===== config.mk =====
export PLATFORM = sky130hd
export DESIGN_NAME = hazard_scoreboard
export DESIGN_NICKNAME = d
export VERILOG_FILES = /design/src/rtl/hazard_scoreboard.sv
export SDC_FILE = /design/constraint.sdc
export NUM_CORES = 1
export LEC_CHECK = 0
export CAP_MARGIN = 10
export CORE_ASPECT_RATIO = 0.75
export CORE_MARGIN = 8
export CORE_UTILIZATION = 35
export DETAILED_ROUTE_END_ITERATION = 16
export HOLD_SLACK_MARGIN = 0.02
export SLEW_MARGIN = 20
export SYNTH_ARGS = -nofsm -noshare
export SYNTH_HDL_FRONTEND = slang
export SYNTH_SLANG_ARGS = --single-unit

===== constraint.sdc =====
create_clock -name clk -period 4.3 [get_ports clk]
set_input_delay 0.645 -clock clk [delete_from_list [all_inputs] [get_ports clk]]
set_output_delay 0.645 -clock clk [all_outputs]
set_load 0.01 [all_outputs]

===== src/rtl/hazard_scoreboard.sv =====
// ID-stage hazard unit: per-register countdown scoreboard, branch operand waits,
// multi-cycle front-end flush after a taken branch, and saturating statistics.
module hazard_scoreboard #(
   parameter int NUM_REGS    = 32,
   parameter int REG_W       = 5,
   parameter int ALU_LAT     = 1,
   parameter int LOAD_LAT    = 2,
   parameter int CNT_W       = 2,
   parameter int FLUSH_DEPTH = 1,
   parameter int STAT_W      = 16
) (
   input  logic              clk,
   input  logic              rst_n,
   input  logic              id_valid,
   input  logic [REG_W-1:0]  id_rs1,
   input  logic [REG_W-1:0]  id_rs2,
   input  logic              id_use_rs1,
   input  logic              id_use_rs2,
   input  logic              id_branch,
   input  logic [REG_W-1:0]  id_rd,
   input  logic              id_reg_write,
   input  logic              id_mem_read,
   input  logic              branch_taken,
   output logic              pc_write,
   output logic              ifid_write,
   output logic              stall,
   output logic              ifid_flush,
   output logic [STAT_W-1:0] stall_count,
   output logic [STAT_W-1:0] flush_count
);

   localparam int HOLD_W = (FLUSH_DEPTH > 1) ? $clog2(FLUSH_DEPTH) : 1;

   logic [CNT_W-1:0]  cnt_q [NUM_REGS];
   logic [CNT_W-1:0]  cnt_d [NUM_REGS];
   logic [HOLD_W-1:0] hold_q, hold_d;
   logic [STAT_W-1:0] stall_cnt_q, stall_cnt_d;
   logic [STAT_W-1:0] flush_cnt_q, flush_cnt_d;

   logic             hold;
   logic [CNT_W-1:0] slack;
   logic             haz_rs1, haz_rs2;
   logic             stall_raw, issue, taken, flush_raw;

   always_comb begin
      hold  = (hold_q != '0);
      // Branches compare in ID, so they cannot use EX->EX forwarding.
      slack = id_branch ? '0 : CNT_W'(ALU_LAT);
      haz_rs1 = id_use_rs1 && (id_rs1 != '0) && (cnt_q[id_rs1] > slack);
      haz_rs2 = id_use_rs2 && (id_rs2 != '0) && (cnt_q[id_rs2] > slack);
      stall_raw = id_valid && !hold && (haz_rs1 || haz_rs2);
      issue     = id_valid && !stall_raw && !hold;
      taken     = branch_taken && !stall_raw && !hold;
      flush_raw = taken || hold;

      for (int r = 0; r < NUM_REGS; r++) begin
         cnt_d[r] = (cnt_q[r] != '0) ? cnt_q[r] - CNT_W'(1) : '0;
         if (r != 0 && issue && id_reg_write && id_rd == REG_W'(r))
            cnt_d[r] = id_mem_read ? CNT_W'(LOAD_LAT) : CNT_W'(ALU_LAT);
      end
      cnt_d[0] = '0;

      if (taken)
         hold_d = HOLD_W'(FLUSH_DEPTH - 1);
      else if (hold)
         hold_d = hold_q - HOLD_W'(1);
      else
         hold_d = hold_q;

      stall_cnt_d = (stall_raw && stall_cnt_q != '1) ? stall_cnt_q + STAT_W'(1) : stall_cnt_q;
      flush_cnt_d = (flush_raw && flush_cnt_q != '1) ? flush_cnt_q + STAT_W'(1) : flush_cnt_q;
   end

   always_ff @(posedge clk or negedge rst_n) begin
      if (!rst_n) begin
         for (int r = 0; r < NUM_REGS; r++) cnt_q[r] <= '0;
         hold_q      <= '0;
         stall_cnt_q <= '0;
         flush_cnt_q <= '0;
      end else begin
         for (int r = 0; r < NUM_REGS; r++) cnt_q[r] <= cnt_d[r];
         hold_q      <= hold_d;
         stall_cnt_q <= stall_cnt_d;
         flush_cnt_q <= flush_cnt_d;
      end
   end

   // Control outputs are forced inactive for the whole time reset is asserted.
   assign stall       = rst_n && stall_raw;
   assign pc_write    = rst_n && !stall_raw;
   assign ifid_write  = rst_n && !stall_raw;
   assign ifid_flush  = rst_n && flush_raw;
   assign stall_count = stall_cnt_q;
   assign flush_count = flush_cnt_q;

endmodule


# Word-level counts from Yosys, hierarchy flattened

Index checks and enable logic that the tools add are counted.

Add/subtract/negate cells: 34
Bitwise operators: 2
Equality and inequality tests: 33
Reduce and logical (&&, ||, !) cells: 84
Multiplexer cells: 72
Order comparisons: 4

Operators with widths:

| kind                                                                | count |
|---|---|
| 2-bit two-way mux                                                   | 67 |
| 5-bit == test (second input constant)                               | 16 |
| 2-bit nonzero test                                                  | 31 |
| 2-bit by 1-bit subtractor with 2-bit output (second input constant) | 31 |
| 1-bit logical AND                                                   | 47 |
| 5-bit by 4-bit == test with 1-bit output (second input constant)    | 8 |
| 16-bit by 1-bit adder with 16-bit output (second input constant)    | 2 |
| 16-bit != test (second input constant)                              | 2 |
| 2-bit binary-select mux with 5-bit select                           | 2 |
| 5-bit by 3-bit == test with 1-bit output (second input constant)    | 4 |
| 6-bit greater-or-equal comparator (second input constant)           | 2 |
| 5-bit NOT with 6-bit output                                         | 2 |
| 5-bit by 2-bit == test with 1-bit output (second input constant)    | 2 |
| 5-bit nonzero test                                                  | 2 |
| 5-bit by 1-bit == test with 1-bit output (second input constant)    | 1 |
| 2-bit by 1-bit > comparator with 1-bit output                       | 2 |
| 1-bit two-way mux                                                   | 3 |
| 1-bit logical NOT                                                   | 2 |
| 1-bit logical OR                                                    | 2 |
| 1-bit subtractor (second input constant)                            | 1 |

Logic and storage cells: 263
Input port bits: 24
Output and inout port bits: 36
Bits in registers: 95

# Longest topological paths before layout

Word-level depth: 14
Gate-level depth with buffers: 16
Depth with buffers taken out: 13

# Least setup slack after synthesis

No wires, ideal clock.

Path kind: in2out
From: input id_rs1[0]
To: output pc_write
Path slack: -318 ps
Buffers on the path: 4
Data required time: 3655 ps
Arrival: 3973 ps
Stages on the path: 14
Cells stage by stage: buf_2 buf_4 mux4_2 mux4_2 mux2i_1 ha_1 nor2_1 a311o_1 o311ai_0 o2bb2ai_1 o31ai_4 buf_2 and2_1 buf_4

Longest elaborated chain between the ends: 10
Elaborated cells on any way between the ends: 12
Classes of those cells: 1 x order compare; 3 x mux; 1 x bitwise; 7 x reduce/logical

Ends and longest elaborated chain:

| what                                                  | line | text |
|---|---|---|
| from (decl)                                           | 15   | `input logic [REG_W-1:0] id_rs1,` |
| 5-bit NOT with 6-bit output (implied by the code)     | 49   | `haz_rs1 = id_use_rs1 && (id_rs1 != '0) && (cnt_q[id_rs1] > slack);` |
| 2-bit binary-select mux with 5-bit select             | 49   |  |
| 2-bit two-way mux (implied by the code) (2 in series) | 49   |  |
| 2-bit by 1-bit > comparator with 1-bit output         | 49   |  |
| 1-bit logical AND *                                   | 49   |  |
| 1-bit logical OR *                                    | 51   | `stall_raw = id_valid && !hold && (haz_rs1 \|\| haz_rs2);` |
| 1-bit logical AND *                                   | 51   |  |
| 1-bit logical NOT *                                   | n/a  |  |
| 1-bit logical AND *                                   | n/a  |  |
| to (decl)                                             | 24   | `output logic pc_write,` |

Every way passes the cells marked *; elsewhere a longest branch is shown, timed or not. The select of a mux whose other input is x is not followed.

# Worst setup path in the final report

From: input id_rs2[2]
To: output ifid_flush

Longest elaborated chain between the ends: 13
Elaborated cells on any way between the ends: 15
Classes of those cells: 1 x order compare; 3 x mux; 1 x bitwise; 10 x reduce/logical

Ends and longest elaborated chain:

| what                                                  | line | text |
|---|---|---|
| from (decl)                                           | 16   | `input logic [REG_W-1:0] id_rs2,` |
| 5-bit NOT with 6-bit output (implied by the code)     | 50   | `haz_rs2 = id_use_rs2 && (id_rs2 != '0) && (cnt_q[id_rs2] > slack);` |
| 2-bit binary-select mux with 5-bit select             | 50   |  |
| 2-bit two-way mux (implied by the code) (2 in series) | 50   |  |
| 2-bit by 1-bit > comparator with 1-bit output         | 50   |  |
| 1-bit logical AND *                                   | 50   |  |
| 1-bit logical OR *                                    | 51   |  |
| 1-bit logical AND *                                   | 51   |  |
| 1-bit logical NOT *                                   | 53   | `taken = branch_taken && !stall_raw && !hold;` |
| 1-bit logical AND * (2 in series)                     | 53   |  |
| 1-bit logical OR *                                    | 54   | `flush_raw = taken \|\| hold;` |
| 1-bit logical AND *                                   | 92   | `assign ifid_flush = rst_n && flush_raw;` |
| to (decl)                                             | 27   | `output logic ifid_flush,` |

Marked as above.

==> flow_summary.json <==
{
  "status": "finished clean",
  "synth_cell_types": 49,
  "synth-edff-count": 0,
  "rsz0062_at_grt": "yes",
  "core_area_sq_um": 15900,
  "synth_area_sq_um": 5630,
  "start_util": 0.355,
  "fillers": 1420,
  "vias_per_cell": 5.43,
  "ctsHoldBuffers": 0,
  "antenna_found_initial": 0,
  "io_pins": 60,
  "max_slew_margin": 0.281,
  "drtIter0Drc": 332,
  "synthTopCellsByArea": "dfrtp_1, mux2i_1, mux4_2",
  "post-route-util": 0.459,
  "vias": 4603,
  "synth.ff_latch_count": 94,
  "rows": 40,
  "pwr_density_cell_nw_per_um2": 332,
  "worst_slew_pin_slew_ns": 1.08,
  "drt-pass1-iter-count": 5,
  "place_worst_setup_slack_ns": -0.965,
  "cts_root_buf": "clkbuf_16",
  "grt_pass1_vias": 4600,
  "ir_drop_mv": 0.163,
  "power_w": 0.00241,
  "die_w_um": 163,
  "hold_violations": 0,
  "grt_pass1_wl_mm": 26.3,
  "cts_tree": "done",
  "drc": 0,
  "regArea_sq_um": 2350,
  "setup_viol": 0,
  "fmax_mhz": 236,
  "yosysSeqAreaShare": 0.417,
  "ctsHtreeMaxLevel": 3,
  "final_nets": 661,
  "grt_overflow_total": 0,
  "cp_max_fo": 6,
  "grt_usage": 0.164,
  "ys.flop_type": "dfrtp_1",
  "antenna_cells": 0,
  "multi_input_area_sq_um": 3190,
  "avgRoutedWirePerCell_um": 19.6,
  "cts_made_buffers": 9,
  "syn_inst": 525,
  "worstPathArrival_ns": 3.60,
  "hold_path_class": "input pin to asynchronous set/reset pin",
  "die_area_sq_um": 20500,
  "startpoint_type": "input pin",
  "async_reset_ff_frac": 1.00,
  "worst_ep_required_time_ns": 3.65,
  "clock_path_buffers": 2,
  "hpwl_mm": 11.8,
  "slew_violations": 0,
  "port_buffers": 59,
  "clock_sinks": 94,
  "grt_max_degree": 63,
  "ys_warn_count": 0,
  "p_leak_nw": 3.43,
  "insertion_delay_ns": 0.35,
  "area_growth_pct": 29.3,
  "ant_nets": 0,
  "wl_mm": 16.6,
  "syn_avg_cell_area_sq_um": 10.7,
  "cap_violations": 0,
  "skew_ns": 0.0111,
  "timing.final.crit_share": 0.987,
  "netlist.area_leader.share": 0.417,
  "place_congestion": 0.867,
  "syn_nets": 553,
  "fin_crit_ns": 4.25,
  "path_clk_slew_ns": 0.07,
  "endpoint_kind": "output pin",
  "die_h_um": 126,
  "setup_ws_ns": 0.0541,
  "path_class": "input pin to output pin",
  "synth_top_area_cell": "dfrtp_1",
  "drive_gt1_frac": 0.226
}
==> final timing paths <==
path,cells after the start,from,to,slack (ns)
min,1,rst_n,stall_count[12]$_DFFE_PN0P_,0.24
min reg2reg,1,stall_count[15]$_DFFE_PN0P_,stall_count[15]$_DFFE_PN0P_,0.50
min in group clk,1,stall_count[15]$_DFFE_PN0P_,stall_count[15]$_DFFE_PN0P_,0.50
max reg2reg,13,cnt_q[32]$_DFF_PN0_,stall_count[1]$_DFFE_PN0P_,0.61
max in group asynchronous,2,rst_n,cnt_q[40]$_DFF_PN0_,2.89
max,15,id_rs2[2],ifid_flush,0.05
==> metal layers <==
| layer | vias up | track usage | wire length [um] | share of wire |
|---|---|---|---|---|
| met1 | 2332 | 0.227 | 7750 | 0.47 |
| li1 | 2124 | - | - | - |
| met2 | 125 | 0.245 | 7580 | 0.46 |
| met4 | 0 | 0.0440 | 272 | 0.016 |
| met5 | - | 0 | 0 | 0 |
| met3 | 22 | 0.0472 | 1030 | 0.062 |
==> placed cells by master (no fill, tap or decap), types with 3 or more instances in the layout <==
| cell type | Yosys | layout |
|---|---|---|
| a21oi_1 | 10 | 9 |
| inv_1 | 7 | 7 |
| and3_1 | 7 | 7 |
| xnor2_1 | 15 | 15 |
| nand2_1 | 57 | 57 |
| nor2_1 | 15 | 13 |
| mux2_2 | 8 | 8 |
| nand4_1 | 8 | 8 |
| o22ai_1 | 3 | 3 |
| nand2b_1 | 35 | 35 |
| buf_6 | 0 | 8 |
| mux2i_1 | 81 | 81 |
| mux4_2 | 20 | 20 |
| clkbuf_16 | 0 | 9 |
| nor3_1 | 17 | 15 |
| dfrtp_1 | 94 | 94 |
| nor2b_1 | 5 | 5 |
| nor3_2 | 1 | 3 |
| xor2_1 | 13 | 13 |
| clkdlybuf4s50_1 | 0 | 50 |
| buf_4 | 7 | 57 |
| o21ai_1 | 0 | 3 |
| nor4_2 | 7 | 7 |
| nand3_1 | 45 | 45 |
| mux2_1 | 3 | 3 |
| nor3b_1 | 6 | 4 |
| buf_2 | 8 | 5 |
| o21ai_0 | 6 | 3 |
==> where the power goes <==
part           switching [W]  internal [W]  total [W]
Sequential         0.0000845      0.000948    0.00103
Clock               0.000350      0.000527   0.000877
Combinational       0.000241      0.000264   0.000505
Total               0.000676       0.00174    0.00241
==> worst max-delay path: stages <==
cell	delay, ns
clkdlybuf4s50_1	0.45
buf_4	0.17
o31ai_1	0.28
o21ai_0	0.15
o21ai_1	0.19
o21ai_1	0.10
ha_2	0.37
nor2_4	0.05
a2111oi_4	0.28
nor4_2	0.09
buf_4	0.15
o31ai_4	0.22
buf_6	0.16
and3_1	0.16
buf_2	0.13
==> repair_timing <==
item,4_1_cts,5_1_grt
gates resized for setup,45,9
pin swaps,5,0
setup buffers,6,2
gates cloned,3,0
setup endpoints to repair,8,4
==> through the flow <==
step / hold WS (ns) / cell area (sq um) / std cells / setup TNS [ns]
6_report: 0.237 / 7280 / 848 / 0
5_1_grt: 0.269 / 7280 / 848 / -0.234
4_1_cts: 0.247 / 7220 / 846 / 0
3_5_place_dp: 0.491 / 6790 / 821 / -15.00
3_3_place_gp: 0.480 / 6790 / 821 / -12.13
2_1_floorplan: 0.349 / 5700 / 525 / 0
==> registers in the layout, indices dropped and copies added (netlist names) <==
signal,cells
stall_count,16
cnt_q,62
flush_count,16
==> synth_stat cells, types with 2 or more instances <==
library cell / count
nor3_1: 17
buf_2: 8
xor2_1: 13
nand4_1: 8
mux2i_1: 81
or3_1: 2
nand2b_1: 35
a311o_1: 2
ha_1: 4
dfrtp_1: 94
o31ai_1: 3
nand3_1: 45
o22ai_1: 3
a21oi_1: 10
and3_1: 7
nor2_1: 15
nor4_2: 7
o21ai_0: 6
nand2_1: 57
buf_4: 7
mux2_1: 3
clkbuf_1: 11
nor4b_2: 2
buf_1: 2
mux2_2: 8
nor3b_1: 6
xnor2_1: 15
mux4_2: 20
nand3b_1: 2
a22oi_1: 2
nor2b_1: 5
inv_1: 7
or4_1: 2
==> area by class of cell <==
| type | count | area share |
|---|---|---|
| clock buffer | 11 | 0.0333 |
| clock inverter | 5 | 0.0112 |
| inverter | 7 | 0.00361 |
| multi-input combinational | 396 | 0.438 |
| sequential | 94 | 0.323 |
| tap | 210 | 0.0361 |
| timing repair buffer | 125 | 0.155 |
==> cell families after synthesis <==
| group | count (synthesis) | synth area share |
|---|---|---|
| adders and majority gates | 4 | 0.00888 |
| xor gates and xnor gates | 28 | 0.0435 |
| AOI/OAI and AO/OA | 37 | 0.0473 |
| and+or+nand+nor | 215 | 0.207 |
| DFF | 94 | 0.418 |
| buffers and inverters | 35 | 0.0298 |
| muxes | 112 | 0.246 |
Note: power is estimated with default switching activity, not from simulation.
